===== src/rtl/cpu_timing_interrupt_seq_pkg.sv =====
// rtl/cpu_timing_interrupt_seq_pkg.sv - opcode, B-bit and sequence-end constants for the timing sequencer
package cpu_timing_interrupt_seq_pkg;

  typedef enum logic [2:0] {
    OP_AND    = 3'd0,
    OP_ADD    = 3'd1,
    OP_LDA    = 3'd2,
    OP_STA    = 3'd3,
    OP_BUN    = 3'd4,
    OP_BSA    = 3'd5,
    OP_ISZ    = 3'd6,
    OP_REG_IO = 3'd7
  } opcode_e;

  localparam int B_HLT = 0;
  localparam int B_SZE = 1;
  localparam int B_SZA = 2;
  localparam int B_SNA = 3;
  localparam int B_SPA = 4;
  localparam int B_IOF = 6;
  localparam int B_ION = 7;
  localparam int B_SKO = 8;
  localparam int B_SKI = 9;
  localparam int B_OUT = 10;
  localparam int B_INP = 11;

  localparam logic [2:0] T_END_INT   = 3'd2;
  localparam logic [2:0] T_END_REG   = 3'd3;
  localparam logic [2:0] T_END_SHORT = 3'd4;
  localparam logic [2:0] T_END_MEM   = 3'd5;
  localparam logic [2:0] T_END_ISZ   = 3'd6;

  // Timing state at which each instruction returns the sequence counter to T0.
  function automatic logic [2:0] end_time(opcode_e op);
    case (op)
      OP_AND, OP_ADD, OP_LDA, OP_BSA: return T_END_MEM;
      OP_STA, OP_BUN:                 return T_END_SHORT;
      OP_ISZ:                         return T_END_ISZ;
      default:                        return T_END_REG;
    endcase
  endfunction

endpackage


===== src/rtl/io_flag_hs.sv =====
// rtl/io_flag_hs.sv - FGI/FGO flags with keyboard and printer ready/valid handshakes
module io_flag_hs (
  input  logic clk,
  input  logic rst,
  input  logic inp_clr,
  input  logic out_load,
  input  logic in_valid,
  output logic in_ready,
  output logic out_valid,
  input  logic out_ready,
  output logic fgi,
  output logic fgo
);

  assign in_ready = ~fgi;

  always_ff @(posedge clk) begin
    if (rst) begin
      fgi       <= 1'b0;
      fgo       <= 1'b1;
      out_valid <= 1'b0;
    end else begin
      // INP only executes while FGI=1, when no byte can be accepted.
      if (inp_clr)
        fgi <= 1'b0;
      else if (in_valid && in_ready)
        fgi <= 1'b1;

      if (out_load) begin
        fgo       <= 1'b0;
        out_valid <= 1'b1;
      end else if (out_valid && out_ready) begin
        fgo       <= 1'b1;
        out_valid <= 1'b0;
      end
    end
  end

endmodule


===== src/rtl/cpu_timing_interrupt_seq.sv =====
// rtl/cpu_timing_interrupt_seq.sv - sequence counter, opcode latch, interrupt cycle and start/stop control
module cpu_timing_interrupt_seq #(
  parameter int   SC_W      = 3,
  parameter logic START_RUN = 1'b1
) (
  input  logic        clk,
  input  logic        rst,
  input  logic [2:0]  ir_op,
  input  logic        ir_i,
  input  logic [11:0] ir_b,
  input  logic        ac_sign,
  input  logic        ac_zero,
  input  logic        e_flag,
  input  logic        dr_zero,
  input  logic        start,
  input  logic        in_valid,
  output logic        in_ready,
  output logic        out_valid,
  input  logic        out_ready,
  output logic [7:0]  T,
  output logic [7:0]  D,
  output logic        I,
  output logic        R,
  output logic        IEN,
  output logic        FGI,
  output logic        FGO,
  output logic        S,
  output logic        skip
);
  import cpu_timing_interrupt_seq_pkg::*;

  localparam int NT = 1 << SC_W;
  localparam logic [NT-1:0] ONE = NT'(1);

  logic [SC_W-1:0] sc;
  logic [NT-1:0]   t_vec, d_q, t_end;
  logic            i_q, r_q, ien_q, s_q;
  logic            fgi, fgo;
  logic            reg_ref, io_ref, clr, int_done, fetch, r_set;
  logic            hlt, inp, out_cmd, ion, iof;
  logic            unused_b5;

  assign t_vec = s_q ? (ONE << sc) : '0;

  assign reg_ref  = d_q[OP_REG_IO] & ~i_q & t_vec[T_END_REG];
  assign io_ref   = d_q[OP_REG_IO] &  i_q & t_vec[T_END_REG];
  assign hlt      = reg_ref & ir_b[B_HLT];
  assign inp      = io_ref & ir_b[B_INP];
  assign out_cmd  = io_ref & ir_b[B_OUT];
  assign ion      = io_ref & ir_b[B_ION];
  assign iof      = io_ref & ir_b[B_IOF];
  assign int_done = r_q & t_vec[T_END_INT];
  assign fetch    = ~r_q & t_vec[2];
  // Interrupt entry waits until the fetch of the current instruction is over.
  assign r_set    = s_q & ~r_q & ~(|t_vec[2:0]) & ien_q & (fgi | fgo);
  assign unused_b5 = ir_b[5];

  always_comb begin
    t_end = '0;
    for (int k = 0; k < NT; k++)
      t_end[k] = t_vec[end_time(opcode_e'(k[2:0]))];
  end

  assign clr = int_done | (|(d_q & t_end));

  assign skip = (reg_ref & ((ir_b[B_SPA] & ~ac_sign) | (ir_b[B_SNA] & ac_sign) |
                            (ir_b[B_SZA] & ac_zero)  | (ir_b[B_SZE] & ~e_flag))) |
                (io_ref  & ((ir_b[B_SKI] & fgi) | (ir_b[B_SKO] & fgo))) |
                (d_q[OP_ISZ] & t_vec[T_END_ISZ] & dr_zero);

  always_ff @(posedge clk) begin
    if (rst) begin
      sc    <= '0;
      s_q   <= START_RUN;
      r_q   <= 1'b0;
      ien_q <= 1'b0;
      d_q   <= '0;
      i_q   <= 1'b0;
    end else if (!s_q) begin
      if (start) begin
        s_q <= 1'b1;
        sc  <= '0;
      end
    end else begin
      sc <= clr ? '0 : sc + SC_W'(1);
      if (hlt)
        s_q <= 1'b0;
      if (fetch) begin
        d_q <= ONE << ir_op;
        i_q <= ir_i;
      end
      if (r_set)
        r_q <= 1'b1;
      else if (int_done)
        r_q <= 1'b0;
      if (int_done || iof)
        ien_q <= 1'b0;
      else if (ion)
        ien_q <= 1'b1;
    end
  end

  always_ff @(posedge clk) begin
    if (!rst && s_q && (&sc))
      assert (clr);
  end

  io_flag_hs u_io (
    .clk      (clk),
    .rst      (rst),
    .inp_clr  (inp),
    .out_load (out_cmd),
    .in_valid (in_valid),
    .in_ready (in_ready),
    .out_valid(out_valid),
    .out_ready(out_ready),
    .fgi      (fgi),
    .fgo      (fgo)
  );

  assign T   = t_vec;
  assign D   = d_q;
  assign I   = i_q;
  assign R   = r_q;
  assign IEN = ien_q;
  assign FGI = fgi;
  assign FGO = fgo;
  assign S   = s_q;

endmodule


===== config.mk =====
export PLATFORM = sky130hd
export DESIGN_NAME = cpu_timing_interrupt_seq
export DESIGN_NICKNAME = d
export VERILOG_FILES = /design/src/rtl/cpu_timing_interrupt_seq_pkg.sv /design/src/rtl/io_flag_hs.sv /design/src/rtl/cpu_timing_interrupt_seq.sv
export SDC_FILE = /design/constraint.sdc
export NUM_CORES = 1
export LEC_CHECK = 0
export ABC_AREA = 1
export ABC_CLOCK_PERIOD_IN_PS = 1650
export BUFFER_PORTS_ARGS = -buffer_cell sky130_fd_sc_hd__buf_2
export CORE_ASPECT_RATIO = 1.4
export CORE_MARGIN = 2
export CORE_UTILIZATION = 25
export CTS_BUF_LIST = sky130_fd_sc_hd__clkbuf_8 sky130_fd_sc_hd__clkbuf_16
export CTS_CLUSTER_SIZE = 12
export DETAILED_ROUTE_END_ITERATION = 10
export GPL_TIMING_DRIVEN = 0
export HOLD_SLACK_MARGIN = 0.06
export PLACE_DENSITY_LB_ADDON = 0.15
export SETUP_SLACK_MARGIN = 0.02
export SYNTH_ARGS = -nofsm -noshare
export SYNTH_HDL_FRONTEND = slang
export SYNTH_SLANG_ARGS = --single-unit
export TNS_END_PERCENT = 10

===== constraint.sdc =====
create_clock -name clk -period 1.65 [get_ports clk]
set_input_delay 0.0825 -clock clk [delete_from_list [all_inputs] [get_ports clk]]
set_output_delay 0.0825 -clock clk [all_outputs]
set_load 0.01 [all_outputs]

==> run summary <==
post-synthesis compound-gate area fraction = 0.138
gr usage total = 0.130
DRT Pass-1 Iters = 4
chip height = 78.6 um
Cells after Synth = 143
H-tree Lvls = 1
NetSw = 0.278 mW
worst setup margin = 0.0965 ns
die area = 4510 um2
core footprint = 3880 um2
Final ANT Viol Nets = 0
setup TNS = 0 ns
metal3 WL = 156 um
Detailed Route Iter0 Violations = 23
Int Power = 0.704 mW
CTS max path bufs = 2
library cells used by synthesis = 21
flops & latches, synth = 18
port bufs = 48
Worst-Margin Slew = 0.450 ns
final worst path period need = 1.55 ns
Routed WL per cell = 11.5 um
sequential area share after synthesis = 0.362
first-pass GRT wire length = 4.55 mm
Crit path required time = 1.57 ns
clock slew at reported path FFs = 0.07 ns
hold slack = 0.0771 ns
Root Driver = clkbuf_8
commonest non-fill, non-tap cells in the layout = buf_2 (48), nand2_1 (32), inv_1 (20)
clock latency on the worst-skew pair = 0.25 ns
Synth Area in Simple Gates = 0.316
final cell utilization of the core = 0.374
layout cells sized above 1 = 0.368
Num CTS Buffers = 3
Synth Area in Adders = 0.0755
Startpoint Class = flip-flop
worst hold path type = in -> reg
total routed wirelength = 2.81 mm
met2 wire length = 1.39 mm
Syn Nets = 174
top layer in use = met4
GRT Residual Overflow = 0
Die W = 57.3 um
number of synthesis warnings = 0
vias in the first global route = 1044
final hold violation count = 0
dpl ws = 0.114 ns
commonest non-fill, non-tap cell in the layout = buf_2
IO Pins = 50
Filler Cell Count = 427
M1 WL = 1.22 mm
initial core utilization = 0.256
antenna violations before repair = 0
status = completed
crit-path max FO = 3
final setup vio count = 0
unrepaired setup endpoints after global routing = false
maxcap violations = 0
Max rail drop VDD = 0.000365 V
vias per inst = 4.52
power density over cell area = 675 nW/um2
via count = 1104
Area Overhead vs Synth = 46.2%
Critical Path End Type = output port
area share of xor/xnor cells in the synthesized design = 0
Final Max Slew Viols = 0
Routability Congestion = 0.798
Net Sw Frac = 0.283
Setup Skew = 0.00162 ns
Post-Syn Area = 995 um2
main combinational cell family by area after synthesis = simple AND/OR/NAND/NOR gates
P_leak = 0.752 nW
Comb pwr share = 0.208
largest net degree at the start of global routing = 11
worst path arrival time = 1.47 ns
Reg power frac = 0.476
Mean Syn Cell Area = 6.96 um2
Remaining DRCs = 0
post-synthesis mux area share = 0
clock network power share = 0.317
Rel. slew slack = 0.700
ANT cells = 0
Site Rows = 27
Final period util = 0.941
Final nets = 234
CTS tree = done
Sink Count = 18
critical path type = reg -> out
hpwl dp = 2.27 mm
highest clock rate = 0.644 GHz
## per-stage QoR
stage / cells / area (um2) / power [mW]
final: 244 / 1450 / 0.982
after global routing: 244 / 1450 / 1.04
after CTS: 244 / 1420 / 0.990
after detailed placement: 234 / 1290 / 0.654
after global placement: 234 / 1290 / 0.650
after floorplan: 143 / 995 / 0.577
## power groups by stage
stage          clock, mW  sequential (mW)  combinational (mW)
3_3_place_gp           0            0.473               0.177
6_report           0.311            0.467               0.204
3_5_place_dp           0            0.474               0.180
2_1_floorplan          0            0.475               0.102
5_1_grt            0.343            0.469               0.229
4_1_cts            0.323            0.467               0.201
## final timing paths
kind                            startpoint    end  slack [ns]  cells after the start
worst max register to register       sc[0]  sc[0]        0.21                      9
worst min register to register        D[4]   D[4]        0.48                      2
worst max-delay path                 sc[0]   skip         0.1                      9
worst min-delay path                 start      S        0.08                      3
## layer usage
metal  track usage  up-vias
met5             0        -
met4        0.0488        0
met3        0.0280        5
met2         0.234       31
met1         0.147      483
li1              -      585
## critical path, cell delays in order, from the launching register on
cell     delay (ns)
dfxtp_4        0.36
ha_4           0.17
ha_4           0.16
nand2_4        0.08
inv_2          0.04
nand2_2        0.08
nor2_4         0.04
o21ai_1        0.08
nand3_1        0.08
buf_2          0.14
## final cells by class
class / count / area [um2] / area share
Buffer: 2 / 11.3 / 0.00775
Clock buffer: 3 / 41.3 / 0.0284
Timing Repair Buffer: 55 / 303 / 0.208
Tap cell: 43 / 53.8 / 0.0370
Multi-Input combinational cell: 98 / 582 / 0.400
Sequential cell: 18 / 367 / 0.252
Inverter: 25 / 96.3 / 0.0663
## timing repair
item,in CTS,in global routing
gates resized for setup,12,8
pin swaps,2,3
hold buffers,4,0
setup endpoints to repair,1,1
endpoints found under the hold margin,4,0
buffers inserted,3,0
## cells by family (layout without fill, tap and decap cells)
logic type / count (synthesis) / count (layout)
AO/OA/AOI/OAI: 25 / 25
adder cells (fa/ha/maj): 6 / 6
buffers and inverters: 27 / 85
flip-flops: 18 / 18
AND/OR/NAND/NOR: 67 / 67
## state kept, by name, summed over array words and instances, names as in the netlist
name            flops
IEN                 1
u_io.out_valid      1
u_io.fgo            1
sc                  3
R                   1
S                   1
D                   8
I                   1
u_io.fgi            1
## Yosys cell counts (all sizes together)
cell type	count	area share
a211oi	1	0.0075
a21oi	15	0.075
a22o	1	0.0088
buf	1	0.0075
clkbuf	1	0.0038
dfxtp	18	0.36
ha	6	0.075
inv	25	0.097
nand2	35	0.13
nand3	6	0.030
nand3b	1	0.0075
nand4	10	0.063
nor2	15	0.081
o211a	1	0.010
o21ai	6	0.030
o22ai	1	0.0063
No activity file was read; power rests on OpenSTA's default activity.
